`config.mk`:
```
export PLATFORM = sky130hd
export DESIGN_NAME = bp_fpga_host_uart_tx_mux
export DESIGN_NICKNAME = d
export VERILOG_FILES = /design/src/rtl/bp_fpga_host_uart_tx_mux.sv
export SDC_FILE = /design/constraint.sdc
export NUM_CORES = 1
export LEC_CHECK = 0
export ABC_CLOCK_PERIOD_IN_PS = 2800
export CORE_MARGIN = 4
export CORE_UTILIZATION = 47
export DETAILED_ROUTE_END_ITERATION = 7
export GPL_TIMING_DRIVEN = 1
export PLACE_DENSITY = 0.85
export SLEW_MARGIN = 20
export SYNTH_ARGS = -nofsm -noshare
export SYNTH_HDL_FRONTEND = slang
export SYNTH_SLANG_ARGS = --single-unit
```
`constraint.sdc`:
```
create_clock -name clk_i -period 2.8 [get_ports clk_i]
set_input_delay 0.42 -clock clk_i [delete_from_list [all_inputs] [get_ports clk_i]]
set_output_delay 0.42 -clock clk_i [all_outputs]
set_load 0.005 [all_outputs]
```
`src/rtl/bp_fpga_host_uart_tx_mux.sv`:
```
// bp_fpga_host_uart_tx_mux
//   Multi-channel packet-to-UART transmitter for the FPGA host link. Fixed-priority
//   arbitration (channel 0 highest), locked for a whole packet. The granted packet is sent
//   byte 0 first, each byte as an 8N1/8N2 UART frame, LSB first, with no idle gap between
//   the bytes of one packet.
//
//   Optional feature: define BP_FPGA_HOST_UART_TX_PARITY_EN to insert an even-parity bit
//   after the data bits of every frame.
//
// Ports
//   clk_i            clock
//   reset_n_i        asynchronous active-low reset
//   pkt_i            num_ch_p packets, channel c at [c*pkt_width_p +: pkt_width_p]
//   pkt_v_i          per-channel valid
//   pkt_ready_and_o  per-channel ready (transfer on valid & ready)
//   tx_o             UART serial line, idle high
//   busy_o           high while a packet is being transmitted
//   pkt_done_o       one-cycle pulse when a packet's last stop bit completes
//   pkt_done_ch_o    channel of the completed packet, valid with pkt_done_o
module bp_fpga_host_uart_tx_mux #(
  parameter int unsigned num_ch_p      = 2,
  parameter int unsigned pkt_width_p   = 112,
  parameter int unsigned clk_per_bit_p = 10416,
  parameter int unsigned stop_bits_p   = 1
) (
  input  logic                                           clk_i,
  input  logic                                           reset_n_i,
  input  logic [num_ch_p*pkt_width_p-1:0]                pkt_i,
  input  logic [num_ch_p-1:0]                            pkt_v_i,
  output logic [num_ch_p-1:0]                            pkt_ready_and_o,
  output logic                                           tx_o,
  output logic                                           busy_o,
  output logic                                           pkt_done_o,
  output logic [((num_ch_p > 1) ? $clog2(num_ch_p) : 1)-1:0] pkt_done_ch_o
);

  localparam int unsigned ChW      = (num_ch_p > 1) ? $clog2(num_ch_p) : 1;
  localparam int unsigned Bytes    = pkt_width_p / 8;
  localparam int unsigned BitCntW  = $clog2(clk_per_bit_p);
  localparam int unsigned ByteCntW = $clog2(Bytes) + 1;

  if (pkt_width_p % 8 != 0) begin : g_bad_width
    $error("pkt_width_p must be a multiple of 8");
  end
  if (clk_per_bit_p < 2) begin : g_bad_cpb
    $error("clk_per_bit_p must be >= 2");
  end
  if (stop_bits_p != 1 && stop_bits_p != 2) begin : g_bad_stop
    $error("stop_bits_p must be 1 or 2");
  end

  typedef enum logic [2:0] {
    StIdle,
    StStart,
    StData,
    StStop
`ifdef BP_FPGA_HOST_UART_TX_PARITY_EN
    , StParity
`endif
  } state_e;

  state_e                  state_q, state_d;
  logic [BitCntW-1:0]      bit_cnt_q, bit_cnt_d;
  logic [2:0]              bit_idx_q, bit_idx_d;   // data bit index, reused as stop-bit index
  logic [ByteCntW-1:0]     byte_cnt_q, byte_cnt_d;
  logic [pkt_width_p-1:0]  shift_q, shift_d;
  logic [ChW-1:0]          ch_q, ch_d;
  logic                    done_q, done_d;
`ifdef BP_FPGA_HOST_UART_TX_PARITY_EN
  logic                    par_q, par_d;
`endif

  logic [ChW-1:0] grant;
  logic           bit_end;

  assign bit_end = (bit_cnt_q == BitCntW'(clk_per_bit_p - 1));

  // Lowest-index valid channel wins.
  always_comb begin
    grant = '0;
    for (int c = num_ch_p - 1; c >= 0; c--) begin
      if (pkt_v_i[c]) grant = ChW'(c);
    end
  end

  // Ready depends only on the valids of higher-priority channels, so a channel may see
  // ready before raising its own valid.
  always_comb begin
    logic seen;
    seen            = 1'b0;
    pkt_ready_and_o = '0;
    for (int c = 0; c < num_ch_p; c++) begin
      pkt_ready_and_o[c] = (state_q == StIdle) && reset_n_i && !seen;
      seen               = seen | pkt_v_i[c];
    end
  end

  always_comb begin
    state_d    = state_q;
    bit_cnt_d  = bit_end ? '0 : bit_cnt_q + BitCntW'(1);
    bit_idx_d  = bit_idx_q;
    byte_cnt_d = byte_cnt_q;
    shift_d    = shift_q;
    ch_d       = ch_q;
    done_d     = 1'b0;
`ifdef BP_FPGA_HOST_UART_TX_PARITY_EN
    par_d      = par_q;
`endif
    case (state_q)
      StIdle: begin
        bit_cnt_d = '0;
        bit_idx_d = '0;
        if (|pkt_v_i) begin
          shift_d    = pkt_i[int'(grant) * pkt_width_p +: pkt_width_p];
          ch_d       = grant;
          byte_cnt_d = '0;
          state_d    = StStart;
        end
      end
      StStart: begin
        if (bit_end) begin
          bit_idx_d = '0;
          state_d   = StData;
`ifdef BP_FPGA_HOST_UART_TX_PARITY_EN
          par_d     = 1'b0;
`endif
        end
      end
      StData: begin
        if (bit_end) begin
          shift_d = shift_q >> 1;
`ifdef BP_FPGA_HOST_UART_TX_PARITY_EN
          par_d   = par_q ^ shift_q[0];
`endif
          if (bit_idx_q == 3'd7) begin
            bit_idx_d = '0;
`ifdef BP_FPGA_HOST_UART_TX_PARITY_EN
            state_d   = StParity;
`else
            state_d   = StStop;
`endif
          end else begin
            bit_idx_d = bit_idx_q + 3'd1;
          end
        end
      end
`ifdef BP_FPGA_HOST_UART_TX_PARITY_EN
      StParity: begin
        if (bit_end) state_d = StStop;
      end
`endif
      StStop: begin
        if (bit_end) begin
          if (bit_idx_q == 3'(stop_bits_p - 1)) begin
            bit_idx_d = '0;
            if (byte_cnt_q == ByteCntW'(Bytes - 1)) begin
              state_d = StIdle;
              done_d  = 1'b1;
            end else begin
              byte_cnt_d = byte_cnt_q + ByteCntW'(1);
              state_d    = StStart;
            end
          end else begin
            bit_idx_d = bit_idx_q + 3'd1;
          end
        end
      end
      default: state_d = StIdle;
    endcase
  end

  always_ff @(posedge clk_i or negedge reset_n_i) begin
    if (!reset_n_i) begin
      state_q    <= StIdle;
      bit_cnt_q  <= '0;
      bit_idx_q  <= '0;
      byte_cnt_q <= '0;
      shift_q    <= '0;
      ch_q       <= '0;
      done_q     <= 1'b0;
`ifdef BP_FPGA_HOST_UART_TX_PARITY_EN
      par_q      <= 1'b0;
`endif
    end else begin
      state_q    <= state_d;
      bit_cnt_q  <= bit_cnt_d;
      bit_idx_q  <= bit_idx_d;
      byte_cnt_q <= byte_cnt_d;
      shift_q    <= shift_d;
      ch_q       <= ch_d;
      done_q     <= done_d;
`ifdef BP_FPGA_HOST_UART_TX_PARITY_EN
      par_q      <= par_d;
`endif
    end
  end

  // tx_o decodes the state register directly so reset forces the line high at once.
  always_comb begin
    tx_o = 1'b1;
    case (state_q)
      StStart:  tx_o = 1'b0;
      StData:   tx_o = shift_q[0];
`ifdef BP_FPGA_HOST_UART_TX_PARITY_EN
      StParity: tx_o = par_q;
`endif
      default:  tx_o = 1'b1;
    endcase
  end

  assign busy_o        = (state_q != StIdle);
  assign pkt_done_o    = done_q;
  assign pkt_done_ch_o = ch_q;

endmodule

```
==> results.tsv <==
stage	metric	value	unit
sta	skew final	0.00897	ns
synthesis	syn_area_per_cell	9.18	sq um
grt	initial antenna violation count	0	
clock_network	htree depth	4	
synthesis	Most used DFF post-synth	dfrtp_1	
sta	RSZ-0062 raised after global routing	no	
synthesis	Yosys reg bits	138	
synthesis	Post-synth EDFFs	0	
routing	via/cell ratio	5.67	
final_layout	layout net count	1230	
sta	setup TNS	0	ns
setup_path	R2R cell count	8	
power	Leak	4.45	nW
setup_path	worst r2r dst	shift_q[92]	
sta	Fmax	0.408	GHz
grt	first-pass GRT wire length	32100	um
routing	DRT Pass-1 Iters	5	
synthesis	post-synthesis sequential area ratio	47.6	%
routing	vias	6757	
setup_path	FF-to-FF setup slack	0.43	ns
clock_network	Root Buffer	clkbuf_16	
sta	worst-margin pin slew	0.658	ns
clock_network	CTS tree	built	
grt	gr ovfl total	0	
routing	antenna-violating nets left	0	
hold_path	HP Class	in2async	
flow_run	Max-Cap Viols	0	
routing	Detailed Route WL	20200	um
clock_network	Post-CTS Resized	0	
grt	vias in the first global route	6405	
place	DP Wirelength	13800	um
sta	min Tclk post-route	2.45	ns
die	Initial Utilization	47.9	%
setup_path	CP arrival	2.03	ns
setup_path	crit path max fanout	8	
setup_path	worst endpoint required time	2.38	ns
die	row count	45	
sta	final hold violation count	0	
place	final estimated routing congestion in global placement	0.827	
die	die area	17500	sq um
grt	Total GRT Usage	22.4	%
synthesis	top post-synthesis cells by area	dfrtp_1 (48%), a221o_1 (15%), nand2_1 (12%)	
synthesis	Netlist cell types	50	
synthesis	Synth Cell Area	7250	sq um
power	worst vdd ir	0.371	mV
die	Ports	234	
clock_network	Clock Latency Late Sink	0.41	ns
routing	Iteration-0 DRC Markers	440	
synthesis	synthesis warning total	0	
final_layout	Core Util, Final	67.9	%
sta	fin crit share	87.6	%
setup_path	Crit Path Class	reg2out	
die	DIE WIDTH	132	um
synthesis	fraction of registers with async set/reset	100	%
place	# port buffers	233	
sta	Final Max Slew Viols	0	
synthesis	share of Yosys cell area claimed by the top area cell type	47.6	%
sta	Max transition margin	56.1	%
synthesis	Syn Nets	1028	
setup_path	r2r startpoint	state_q[0]	
clock_network	Setup Buffers After CTS	0	
final_layout	share of cells above drive strength 1	5.98	%
grt	pin count of the biggest net entering global routing	112	
final_layout	Layout area overhead	41.9	%
synthesis	cells after synthesis	790	
clock_network	Clock Tree Buf Depth	2	
clock_network	clock sinks	138	
clock_network	CTS buffer count	17	
setup_path	Startpoint Class	flip-flop	
power	Power per Cell Area	485	nW/um^2
synthesis	leading area contributor after synthesis	dfrtp_1	
routing	DR DRC count	0	
sta	Setup violations, final	0	
clock_network	Clock transition at path regs	0.06	ns
final_layout	number of diodes	0	
setup_path	Worst setup EP type	output port	
die	Die Ht	132	um
run_status	status	complete, no violations	
die	CORE AREA	15100	sq um
routing	DR WL/cell	16.9	um
synth_stat cells, drive strengths merged (2+ instances only):
| library cell | instances |
|---|---|
| nor2 | 22 |
| a2bb2oi | 3 |
| o311ai | 2 |
| nand3 | 8 |
| nor3 | 7 |
| o21ai | 3 |
| and3 | 2 |
| inv | 8 |
| nand4 | 5 |
| dfrtp | 138 |
| nor4 | 3 |
| clkbuf | 42 |
| mux2 | 2 |
| xnor2 | 10 |
| or3 | 2 |
| or4 | 3 |
| mux2i | 3 |
| nor2b | 4 |
| xor2 | 2 |
| ha | 10 |
| a221o | 111 |
| buf | 27 |
| a21oi | 113 |
| nand2b | 4 |
| nand2 | 236 |
| o211ai | 2 |
metal layers:
layer  global-route usage (%)  up-vias  wire [um]
met2                     37.1      222       9760
met1                     28.9     3222       8860
li1                         -     3281          -
met5                        0        -          0
met3                     5.57       32       1130
met4                     7.51        0        428
what timing repair did:
| item | in CTS | in global routing |
|---|---|---|
| hold buffers | 1 | 0 |
| hold endpoints to repair | 15 | 0 |
| setup endpoints to repair | 0 | 0 |
kinds of logic after synthesis:
group | after synthesis | synth area share [%]
buffers and inverters | 77 | 5.42
adders and majority gates | 10 | 1.73
muxes | 5 | 0.725
AOI/OAI and AO/OA | 241 | 25.0
and+or+nand+nor | 307 | 18.1
xor gates and xnor gates | 12 | 1.45
DFF | 138 | 47.6
area by class of cell:
type	instances	area, sq um
clock buffers	23	468
clock inverters	8	95.1
multi-input cells	575	3440
flip-flops and latches	138	3450
inverters	8	30.0
well taps	188	235
fillers	1175	4860
repair buffers	252	2570
power by group:
group / internal [mW] / total, mW / switching (mW)
Sequential: 2.13 / 2.22 / 0.0869
Combinational: 0.434 / 0.642 / 0.208
Clock: 1.35 / 2.13 / 0.785
Total: 3.91 / 4.99 / 1.08
flip-flops by register name (all words and copies together) (netlist names):
register and cells:
shift_q 112, bit_idx_q 3, pkt_done_o 1, pkt_done_ch_o 1, bit_cnt_q 14, state_q 2, byte_cnt_q 5
stage by stage:
step / setup slack (ns) / power (mW) / instance area (sq um) / hold WS [ns] / instances
2_1_floorplan: 0.695 / 2.45 / 7250 / 0.124 / 790
3_3_place_gp: 0.163 / 2.87 / 9700 / 0.261 / 1159
3_5_place_dp: 0.0696 / 2.89 / 9700 / 0.262 / 1159
4_1_cts: 0.280 / 5.03 / 10300 / 0.389 / 1191
5_1_grt: 0.213 / 5.19 / 10300 / 0.400 / 1192
6_report: 0.348 / 4.99 / 10300 / 0.401 / 1192
worst max-delay path by stage:
| stage | slack, ns | startpoint | cells past startpoint | endpoint |
|---|---|---|---|---|
| after floorplan | 0.70 | state_q[0] | 10 | shift_q[0] |
| after global placement | 0.16 | pkt_v_i[1] | 5 | shift_q[27] |
| after detailed placement | 0.07 | pkt_v_i[1] | 5 | shift_q[46] |
| after CTS | 0.28 | state_q[0] | 6 | shift_q[6] |
| after global routing | 0.21 | state_q[1] | 6 | pkt_ready_and_o[1] |
| final | 0.35 | state_q[0] | 6 | pkt_ready_and_o[1] |
layout by cell type (no fill, tap or decap), drive strengths merged, types with 2 or more instances in the layout:
| cell type | synthesis | layout |
|---|---|---|
| nand2 | 236 | 236 |
| clkdlybuf4s50 | 0 | 232 |
| dfrtp | 138 | 138 |
| a21oi | 113 | 113 |
| a221o | 111 | 111 |
| clkbuf | 42 | 23 |
| nor2 | 22 | 22 |
| buf | 27 | 19 |
| xnor2 | 10 | 10 |
| ha | 10 | 10 |
| nand3 | 8 | 8 |
| inv | 8 | 8 |
| nor3 | 7 | 7 |
| nand4 | 5 | 5 |
| clkinv | 0 | 4 |
| nor2b | 4 | 4 |
| nand2b | 4 | 4 |
| o21ai | 3 | 3 |
| nor4 | 3 | 3 |
| or4 | 3 | 3 |
| mux2i | 3 | 3 |
| a2bb2oi | 3 | 3 |
| and3 | 2 | 2 |
| xor2 | 2 | 2 |
| o211ai | 2 | 2 |
| o311ai | 2 | 2 |
| mux2 | 2 | 2 |
| bufinv | 0 | 2 |
| clkinvlp | 0 | 2 |
| or3 | 2 | 2 |
worst max-delay path: stages (launching register included):
cell,delay (ns)
dfrtp_1,0.40
inv_1,0.11
ha_1,0.18
buf_4,0.16
and2_1,0.15
nor2b_1,0.12
clkdlybuf4s50_1,0.51
Note: power is estimated with default switching activity, not from simulation.
